### src/rtl/tridiag_det_loader_pkg.sv
// Shared state encoding and word-slot layout for the tridiagonal determinant loader.
package tridiag_pkg;

    typedef enum logic [2:0] {
        LOAD      = 3'd0,
        START     = 3'd1,
        WAIT_DONE = 3'd2,
        ACK       = 3'd3,
        OUTPUT    = 3'd4
    } state_t;

    localparam int B_BASE = 0;

    function automatic int nwords(input int n);
        return 3 * n - 2;
    endfunction

    function automatic int a_base(input int n);
        return n;
    endfunction

    function automatic int c_base(input int n);
        return 2 * n - 1;
    endfunction

    function automatic int timeout_cycles(input int n);
        return 4 * n + 16;
    endfunction

endpackage

### src/rtl/tridiag_det_loader_if.sv
// Coefficient input stream and determinant result stream between host and loader.
interface tridiag_det_loader_if #(parameter int WIDTH = 16);
    logic                   in_valid;
    logic                   in_ready;
    logic [WIDTH-1:0]       in_data;
    logic                   out_valid;
    logic                   out_ready;
    logic [4*WIDTH-1:0]     out_det;
    logic                   out_err;

    modport master (output in_valid, in_data, out_ready,
                    input  in_ready, out_valid, out_det, out_err);
    modport slave  (input  in_valid, in_data, out_ready,
                    output in_ready, out_valid, out_det, out_err);
endinterface

### src/rtl/tridiag_det_loader_coef_packer.sv
// Coefficient slot registers: word k lands in its b/a/c slot on a write strobe, one cycle latency.
// No backpressure of its own; contents persist until overwritten or reset.
module tridiag_coef_packer
    import tridiag_pkg::*;
#(
    parameter int N     = 16,
    parameter int WIDTH = 16,
    parameter int KW    = 6
) (
    input  logic                   clk,
    input  logic                   rst,
    input  logic                   wr_en,
    input  logic [KW-1:0]          k,
    input  logic [WIDTH-1:0]       data,
    output logic [WIDTH*(N-1)-1:0] a_flat,
    output logic [WIDTH*N-1:0]     b_flat,
    output logic [WIDTH*(N-1)-1:0] c_flat
);
    localparam int A_BASE = a_base(N);
    localparam int C_BASE = c_base(N);

    always_ff @(posedge clk) begin
        if (rst) begin
            a_flat <= '0;
            b_flat <= '0;
            c_flat <= '0;
        end else if (wr_en) begin
            for (int i = 0; i < N; i++) begin
                if (int'(k) == B_BASE + i) b_flat[i*WIDTH +: WIDTH] <= data;
            end
            for (int i = 0; i < N - 1; i++) begin
                if (int'(k) == A_BASE + i) a_flat[i*WIDTH +: WIDTH] <= data;
                if (int'(k) == C_BASE + i) c_flat[i*WIDTH +: WIDTH] <= data;
            end
        end
    end
endmodule

### src/rtl/tridiag_det_loader.sv
// Loads 3N-2 coefficient words, runs the core start/done/ack handshake, returns the determinant
// (start at t+1 after last beat; in_ready low from START to result handshake). TRIDIAG_DET_LOADER_TIMEOUT_EN adds a watchdog.
module tridiag_det_loader
    import tridiag_pkg::*;
#(
    parameter int N     = 16,
    parameter int WIDTH = 16
) (
    input  logic                   clk,
    input  logic                   rst,
    tridiag_det_loader_if.slave    io,
    output logic                   core_start,
    output logic                   core_ack,
    input  logic                   core_done,
    input  logic [4*WIDTH-1:0]     core_det,
    output logic [WIDTH*(N-1)-1:0] a_flat,
    output logic [WIDTH*N-1:0]     b_flat,
    output logic [WIDTH*(N-1)-1:0] c_flat
);
    localparam int NW = nwords(N);
    localparam int KW = $clog2(NW + 1);

    state_t             state_q, state_d;
    logic [KW-1:0]      k_q;
    logic [4*WIDTH-1:0] det_q;
    logic               accept, last_word, out_fire, timeout_exit;

    assign accept    = io.in_valid && io.in_ready;
    assign last_word = accept && (int'(k_q) == NW - 1);
    assign out_fire  = io.out_valid && io.out_ready;
    assign io.out_det = det_q;

`ifdef TRIDIAG_DET_LOADER_TIMEOUT_EN
    localparam int TO = timeout_cycles(N);
    localparam int TW = $clog2(TO + 1);

    logic [TW-1:0] wd_q;
    logic          err_q;

    // Counter value TO-1 marks the TO-th cycle spent waiting on the core.
    assign timeout_exit = (wd_q == TW'(TO - 1)) &&
                          ((state_q == WAIT_DONE && !core_done) ||
                           (state_q == ACK && core_done));
    assign io.out_err = err_q;

    always_ff @(posedge clk) begin
        if (rst) begin
            wd_q  <= '0;
            err_q <= 1'b0;
        end else begin
            if (state_q == START)
                wd_q <= '0;
            else if (state_q == WAIT_DONE || state_q == ACK)
                wd_q <= wd_q + 1'b1;

            if (state_q == WAIT_DONE && core_done)
                err_q <= 1'b0;
            else if (timeout_exit)
                err_q <= 1'b1;
            else if (out_fire)
                err_q <= 1'b0;
        end
    end
`else
    assign timeout_exit = 1'b0;
    assign io.out_err   = 1'b0;
`endif

    always_ff @(posedge clk) begin
        if (rst) state_q <= LOAD;
        else     state_q <= state_d;
    end

    always_comb begin
        state_d = state_q;
        case (state_q)
            LOAD:      if (last_word) state_d = START;
            START:     state_d = WAIT_DONE;
            WAIT_DONE: if (core_done) state_d = ACK;
                       else if (timeout_exit) state_d = OUTPUT;
            ACK:       if (!core_done || timeout_exit) state_d = OUTPUT;
            OUTPUT:    if (out_fire) state_d = LOAD;
            default:   state_d = LOAD;
        endcase
    end

    // Core strobes are masked by rst so they drop in the reset cycle itself.
    always_comb begin
        io.in_ready  = (state_q == LOAD);
        io.out_valid = (state_q == OUTPUT);
        core_start   = (state_q == START) && !rst;
        core_ack     = (state_q == ACK) && !rst;
    end

    always_ff @(posedge clk) begin
        if (rst) begin
            k_q   <= '0;
            det_q <= '0;
        end else begin
            if (accept)
                k_q <= k_q + 1'b1;
            else if (out_fire)
                k_q <= '0;

            if (state_q == WAIT_DONE && core_done)
                det_q <= core_det;
            else if (timeout_exit)
                det_q <= '0;
        end
    end

    tridiag_coef_packer #(.N(N), .WIDTH(WIDTH), .KW(KW)) u_packer (
        .clk    (clk),
        .rst    (rst),
        .wr_en  (accept),
        .k      (k_q),
        .data   (io.in_data),
        .a_flat (a_flat),
        .b_flat (b_flat),
        .c_flat (c_flat)
    );
endmodule
### src/flat_wrapper.sv
// flat-port wrapper written by rule: the top's interface ports become plain ports
module tridiag_det_loader_flat import tridiag_pkg::*;
#(
    parameter int N     = 16,
    parameter int WIDTH = 16
)
  (clk, rst, core_start, core_ack, core_done, core_det, a_flat, b_flat, c_flat, io_in_valid, io_in_data, io_out_ready, io_in_ready, io_out_valid, io_out_det, io_out_err);
  tridiag_det_loader_if #(.WIDTH(WIDTH)) io_i ();
  input  logic clk;
  input  logic rst;
  output logic core_start;
  output logic core_ack;
  input  logic core_done;
  input  logic [4*WIDTH-1:0] core_det;
  output logic [WIDTH*(N-1)-1:0] a_flat;
  output logic [WIDTH*N-1:0] b_flat;
  output logic [WIDTH*(N-1)-1:0] c_flat;
  input wire logic [$bits(io_i.in_valid)-1:0] io_in_valid;
  input wire logic [$bits(io_i.in_data)-1:0] io_in_data;
  input wire logic [$bits(io_i.out_ready)-1:0] io_out_ready;
  output wire logic [$bits(io_i.in_ready)-1:0] io_in_ready;
  output wire logic [$bits(io_i.out_valid)-1:0] io_out_valid;
  output wire logic [$bits(io_i.out_det)-1:0] io_out_det;
  output wire logic [$bits(io_i.out_err)-1:0] io_out_err;
  assign io_i.in_valid = io_in_valid;
  assign io_i.in_data = io_in_data;
  assign io_i.out_ready = io_out_ready;
  assign io_in_ready = io_i.in_ready;
  assign io_out_valid = io_i.out_valid;
  assign io_out_det = io_i.out_det;
  assign io_out_err = io_i.out_err;
  tridiag_det_loader #(.N(N), .WIDTH(WIDTH)) u_core (.clk(clk), .rst(rst), .io(io_i), .core_start(core_start), .core_ack(core_ack), .core_done(core_done), .core_det(core_det), .a_flat(a_flat), .b_flat(b_flat), .c_flat(c_flat));
endmodule
### config.mk
export PLATFORM = sky130hd
export DESIGN_NAME = tridiag_det_loader_flat
export DESIGN_NICKNAME = d
export VERILOG_FILES = /design/src/rtl/tridiag_det_loader_pkg.sv /design/src/rtl/tridiag_det_loader_if.sv /design/src/rtl/tridiag_det_loader_coef_packer.sv /design/src/rtl/tridiag_det_loader.sv /design/src/flat_wrapper.sv
export SDC_FILE = /design/constraint.sdc
export NUM_CORES = 2
export LEC_CHECK = 0
export BUFFER_PORTS_ARGS = -buffer_cell sky130_fd_sc_hd__clkbuf_2
export CORE_ASPECT_RATIO = 0.5
export CORE_MARGIN = 5
export CORE_UTILIZATION = 32
export DETAILED_ROUTE_END_ITERATION = 10
export PLACE_DENSITY = 0.65
export SYNTH_ARGS = -nofsm -noshare
export SYNTH_HDL_FRONTEND = slang
export SYNTH_SLANG_ARGS = --single-unit
export TNS_END_PERCENT = 50
### constraint.sdc
create_clock -name clk -period 5.52 [get_ports clk]
set_clock_uncertainty 0.1 [all_clocks]
set_input_delay 0.552 -clock clk [delete_from_list [all_inputs] [get_ports clk]]
set_output_delay 0.552 -clock clk [all_outputs]
set_load 0.05 [all_outputs]
; ---- Yosys cells after proc, flatten, opt, wreduce, memory -nomap -nowiden
; Index checks and enable logic that the tools add are counted.
[classes]
add_sub_neg = 1
n_eq_ne = 53
mux = 7
reduce_logical = 57
[op_table]
columns = operator, n
row1 = $eq A6 B6 Y1 const B, 30
row2 = $reduce_and A2 Y1, 46
row3 = $eq A6 B5 Y1 const B, 8
row4 = $eq A6 B4 Y1 const B, 4
row5 = $pmux W3 S5, 1
row6 = $eq A6 B3 Y1 const B, 2
row7 = $mux W3, 4
row8 = $mux W6, 2
row9 = $ne A2 B2 Y1 const B, 4
row10 = $add A6 B1 Y6 const B, 1
row11 = $eq A3 B2 Y1 const B, 2
row12 = $eq A6 B2 Y1 const B, 1
row13 = $logic_and A1 B1 Y1, 6
row14 = $logic_not A6 Y1, 1
row15 = $reduce_and A4 Y1, 1
row16 = $eq A3 B1 Y1 const B, 1
row17 = $eq A3 B3 Y1 const B, 1
row18 = $logic_not A3 Y1, 1
row19 = $reduce_bool A2 Y1, 1
row20 = $logic_not A1 Y1, 1
[totals]
ff_bits = 809
in_bits = 85
output_inout_bits = 805
elab_cells = 167

; ---- Longest topological paths before layout
[logic_depth]
ltp_word = 5
mapped_depth = 8
depth_no_buf = 5

; ---- Modules after synthesis
; A second synthesis with hierarchy kept.
[hier_totals]
hier_cells = 2849
hier_area_um2 = 31212.4
[by_module_without_submodules]
columns = mod, n_inst, cells_per_inst, area_per_inst_um2, seq_area_each_um2
row1 = tridiag_coef_packer, 1, 2513, 28471.1, 14734.1
row2 = tridiag_det_loader, 1, 336, 2741.4, 1461.4

; ---- Worst setup path after synthesis
; No wires, ideal clock.
[synth_path]
path_kind = input -> output
start = in rst
end = out core_start
arrival_ns = 2.527
required_time_ns = 4.868
slack_ns = 2.341
cell_stages = 3
path_buffers = 2
path_cell_list = clkbuf_1 clkbuf_1 nor4b_1
[synth_between]
elab_chain_cells = 2
[synth_lines]
columns = element, line_no
row1 = from (decl), flat_wrapper.sv:10  ; input logic rst;
row2 = $logic_not A1 Y1, tridiag_det_loader.sv:91  ; core_start = (state_q == START) && !rst;
row3 = $logic_and A1 B1 Y1, tridiag_det_loader.sv:91
row4 = to (decl), flat_wrapper.sv:11  ; output logic core_start;
; No other way between the ends.

; ---- Worst setup path after layout
[layout_path]
start = reg u_core.state_q[0]
end = out core_start
[layout_between]
elab_chain_cells = 2
[layout_lines]
columns = element, line_no
row1 = from (decl), tridiag_det_loader.sv:23  ; state_t state_q, state_d;
row2 = from (signal assigned), tridiag_det_loader.sv:71  ; else state_q <= state_d;
row3 = $eq A3 B1 Y1, tridiag_det_loader.sv:91
row4 = $logic_and A1 B1 Y1, tridiag_det_loader.sv:91
; No other way between the ends.

==> results.toml <==
[floorplanning]
io_pins = 890
die-area_um2 = 99400
die_w_um = 441
die_h_um = 225
rows = 79
core_um2 = 92500
initial_utilization_pct = 32.1

[yosys]
avgSynthCellArea_um2 = 10.4
syn_nets = 2942
synth_cell_types = 45
async_flop_share_pct = 0
netlist_area_um2 = 29700
synth_ff_type = "dfxtp_1"
synth_edf_count = 0
ys_seq_area_share_pct = 54.5
synth-seq-cells = 809
syn_inst = 2853
yosys_warnings = 0

[finish]
layout.nets = 3711
area_growth_pct = 27.5
design_area_um2 = 37900
instances_no_fill = 4936
layout-drive-gt1-share_pct = 30.3

[power]
p_per_area_nw_per_um2 = 322
p_leak_nw = 20.3
finalPower_mw = 12.2
ir_worst_vdd_v = 0.000247

[timing]
tightest_slew_ns = 1.27
hold_viol = 0
maxSlewHeadroom_pct = 15.0
grt_setup_unrepaired = "no"
finalSetupViolations = 0
tns_ns = 0
whs_ns = 0.0601
max_freq_ghz = 0.295
layout_min_cycle_time_ns = 3.39
final_max_slew_viol_count = 0
period_share_pct = 61.5

[worst_setup_path]
cp-end-kind = "output pin"
crit_arrival_ns = 2.74
required_ns = 4.87
cp-start-kind = "flip-flop"
r2r_cells = 3
rrSetupSlack_ns = 2.59
critPathKind = "reg2out"
critPathMaxFanout = 11
rr_endpoint = "u_core.u_packer.c_flat[184]$_SDFFE_PP0P_"
regToRegStartpoint = "u_core.k_q[4]$_SDFFE_PP0P_"

[global_route]
grt_max_degree = 199
antenna_found_initial = 6
grt_first_pass_wirelength_um = 167000
grt-ovfl-total = 0
grt_pass1_vias = 22770
grt.total_usage_pct = 23.2

[clocking]
numCtsBuffers = 76
cts_sinks = 809
cts_tree = "built"
htreeDepth = 3
post_cts_resized = 0
worstSkewPairLatency_ns = 0.66
clk_pin_slew_ns = 0.06
cts_setup_buffers = 0
cts_hold_buf = 21
cts_buffer_depth = 3
cts_root_buffer = "clkbuf_16"

[worst_hold_path]
whs_path_depth = 3
worstHoldStart = "core_det[57]"
hold_path_end = "u_core.io.out_det[57]$_SDFFE_PP0P_"
min_path_type = "in2reg"

[status]
outcome = "finished, final reports clean"

[route]
routed-wl-met2_um = 58200
drc = 0
wl_met3_um = 6140
wl_um = 122000
routedLengthMet1_um = 52700
drt-initial-drc-count = 1956
top_layer_used = "met5"
drtPass1Iterations = 6
dr_total_vias = 23746
wl_per_cell_um = 24.7
antenna_left = 0
vias_per_cell = 4.81

[placed_design]
place_area_um2 = 34900
dp_cells = 4778
io_buffer_count = 888
dp_hpwl_um = 86300
globalplace.congestion = 1.05

[run]
max-cap-violations = 0
==> synth_stat cells (2+ instances only) <==
cell type	number	area, um^2
buf_6	8	90.1
nand2_1	768	2880
nand2b_1	117	732
buf_2	50	250
mux2i_1	737	7380
inv_1	3	11.3
and3b_1	5	43.8
nand4_4	5	106
nor2b_1	2	12.5
and4bb_2	3	37.5
clkbuf_1	166	623
nor2_1	5	18.8
a21oi_1	68	340
ha_1	4	50.1
nand3_2	31	310
nand4bb_1	2	22.5
nand3_4	7	123
buf_1	5	18.8
dfxtp_1	809	16200
or3_1	2	12.5
nor3_1	2	10.0
buf_4	16	120
nor4b_4	3	71.3
and3_1	5	31.3
nand3_1	10	50.1
==> worst max path at each step <==
stage | start | to | depth (start not counted)
floorplan | rst | core_start | 3
global placement | rst | u_core.u_packer.b_flat[142]$_SDFFE_PP0P_ | 6
detailed placement | rst | u_core.u_packer.b_flat[136]$_SDFFE_PP0P_ | 6
CTS | u_core.state_q[0]$_SDFFE_PP0P_ | io_out_valid | 3
global route | u_core.state_q[1]$_SDFFE_PP0P_ | io_out_valid | 3
finish | u_core.state_q[0]$_SDFFE_PP0P_ | core_start | 2
==> routing by layer <==
layer	up-vias	global-route usage [%]
li1	10948	-
met2	703	38.3
met5	-	0
met3	220	4.51
met4	4	8.87
met1	11871	30.2
==> cells by family after synthesis <==
family	synth area share [%]
adder cells (fa/ha/maj)	0.169
flip-flops	54.5
AND/OR/NAND/NOR	15.4
multiplexers	24.8
buffers and inverters	3.76
AO/OA/AOI/OAI	1.28
other	0.0126
==> final cells by class <==
class	count	area, um^2
Inverter	4	22.5
Tap cell	1255	1570
Clock inverter	35	531
Timing Repair Buffer	936	4890
Clock buffer	101	2190
Sequential cell	809	16200
Antenna cell	1	2.50
Fill cell	9080	54700
Multi-Input combinational cell	1795	12500
==> placed cells by master, fill, tap and decap left out, drive strengths merged, types with 6 or more instances in the layout <==
| master | n |
|---|---|
| a21oi | 68 |
| buf | 28 |
| bufinv | 12 |
| clkbuf | 988 |
| clkinv | 13 |
| dfxtp | 809 |
| dlygate4sd3 | 21 |
| inv | 10 |
| mux2i | 737 |
| nand2 | 768 |
| nand2b | 117 |
| nand3 | 48 |
| nor2 | 6 |
==> where the power goes <==
group / internal, mW / switching [mW]
Combinational: 0.110 / 0.405
Clock: 3.37 / 2.45
Sequential: 5.85 / 0.0123
Total: 9.33 / 2.87
==> worst max-delay path, cell delays in order (launching register included) <==
cell and delay [ns]:
dfxtp_1 0.64, nor4b_1 0.97, clkbuf_2 0.46
==> metrics by stage <==
stage	worst slack [ns]	util, %
3_3_place_gp	2.27	37.8
5_1_grt	2.01	40.9
4_1_cts	2.08	40.9
3_5_place_dp	2.18	37.8
6_report	2.13	40.9
2_1_floorplan	2.34	-
==> flip-flops by register name, indices dropped and copies added, names as in the netlist <==
signal and flops:
u_core.u_packer.b_flat 256, u_core.u_packer.a_flat 240, u_core.u_packer.c_flat 240, u_core.io.out_det 64, u_core.k_q 6, u_core.state_q 3
(Power assumes the default switching activity.)
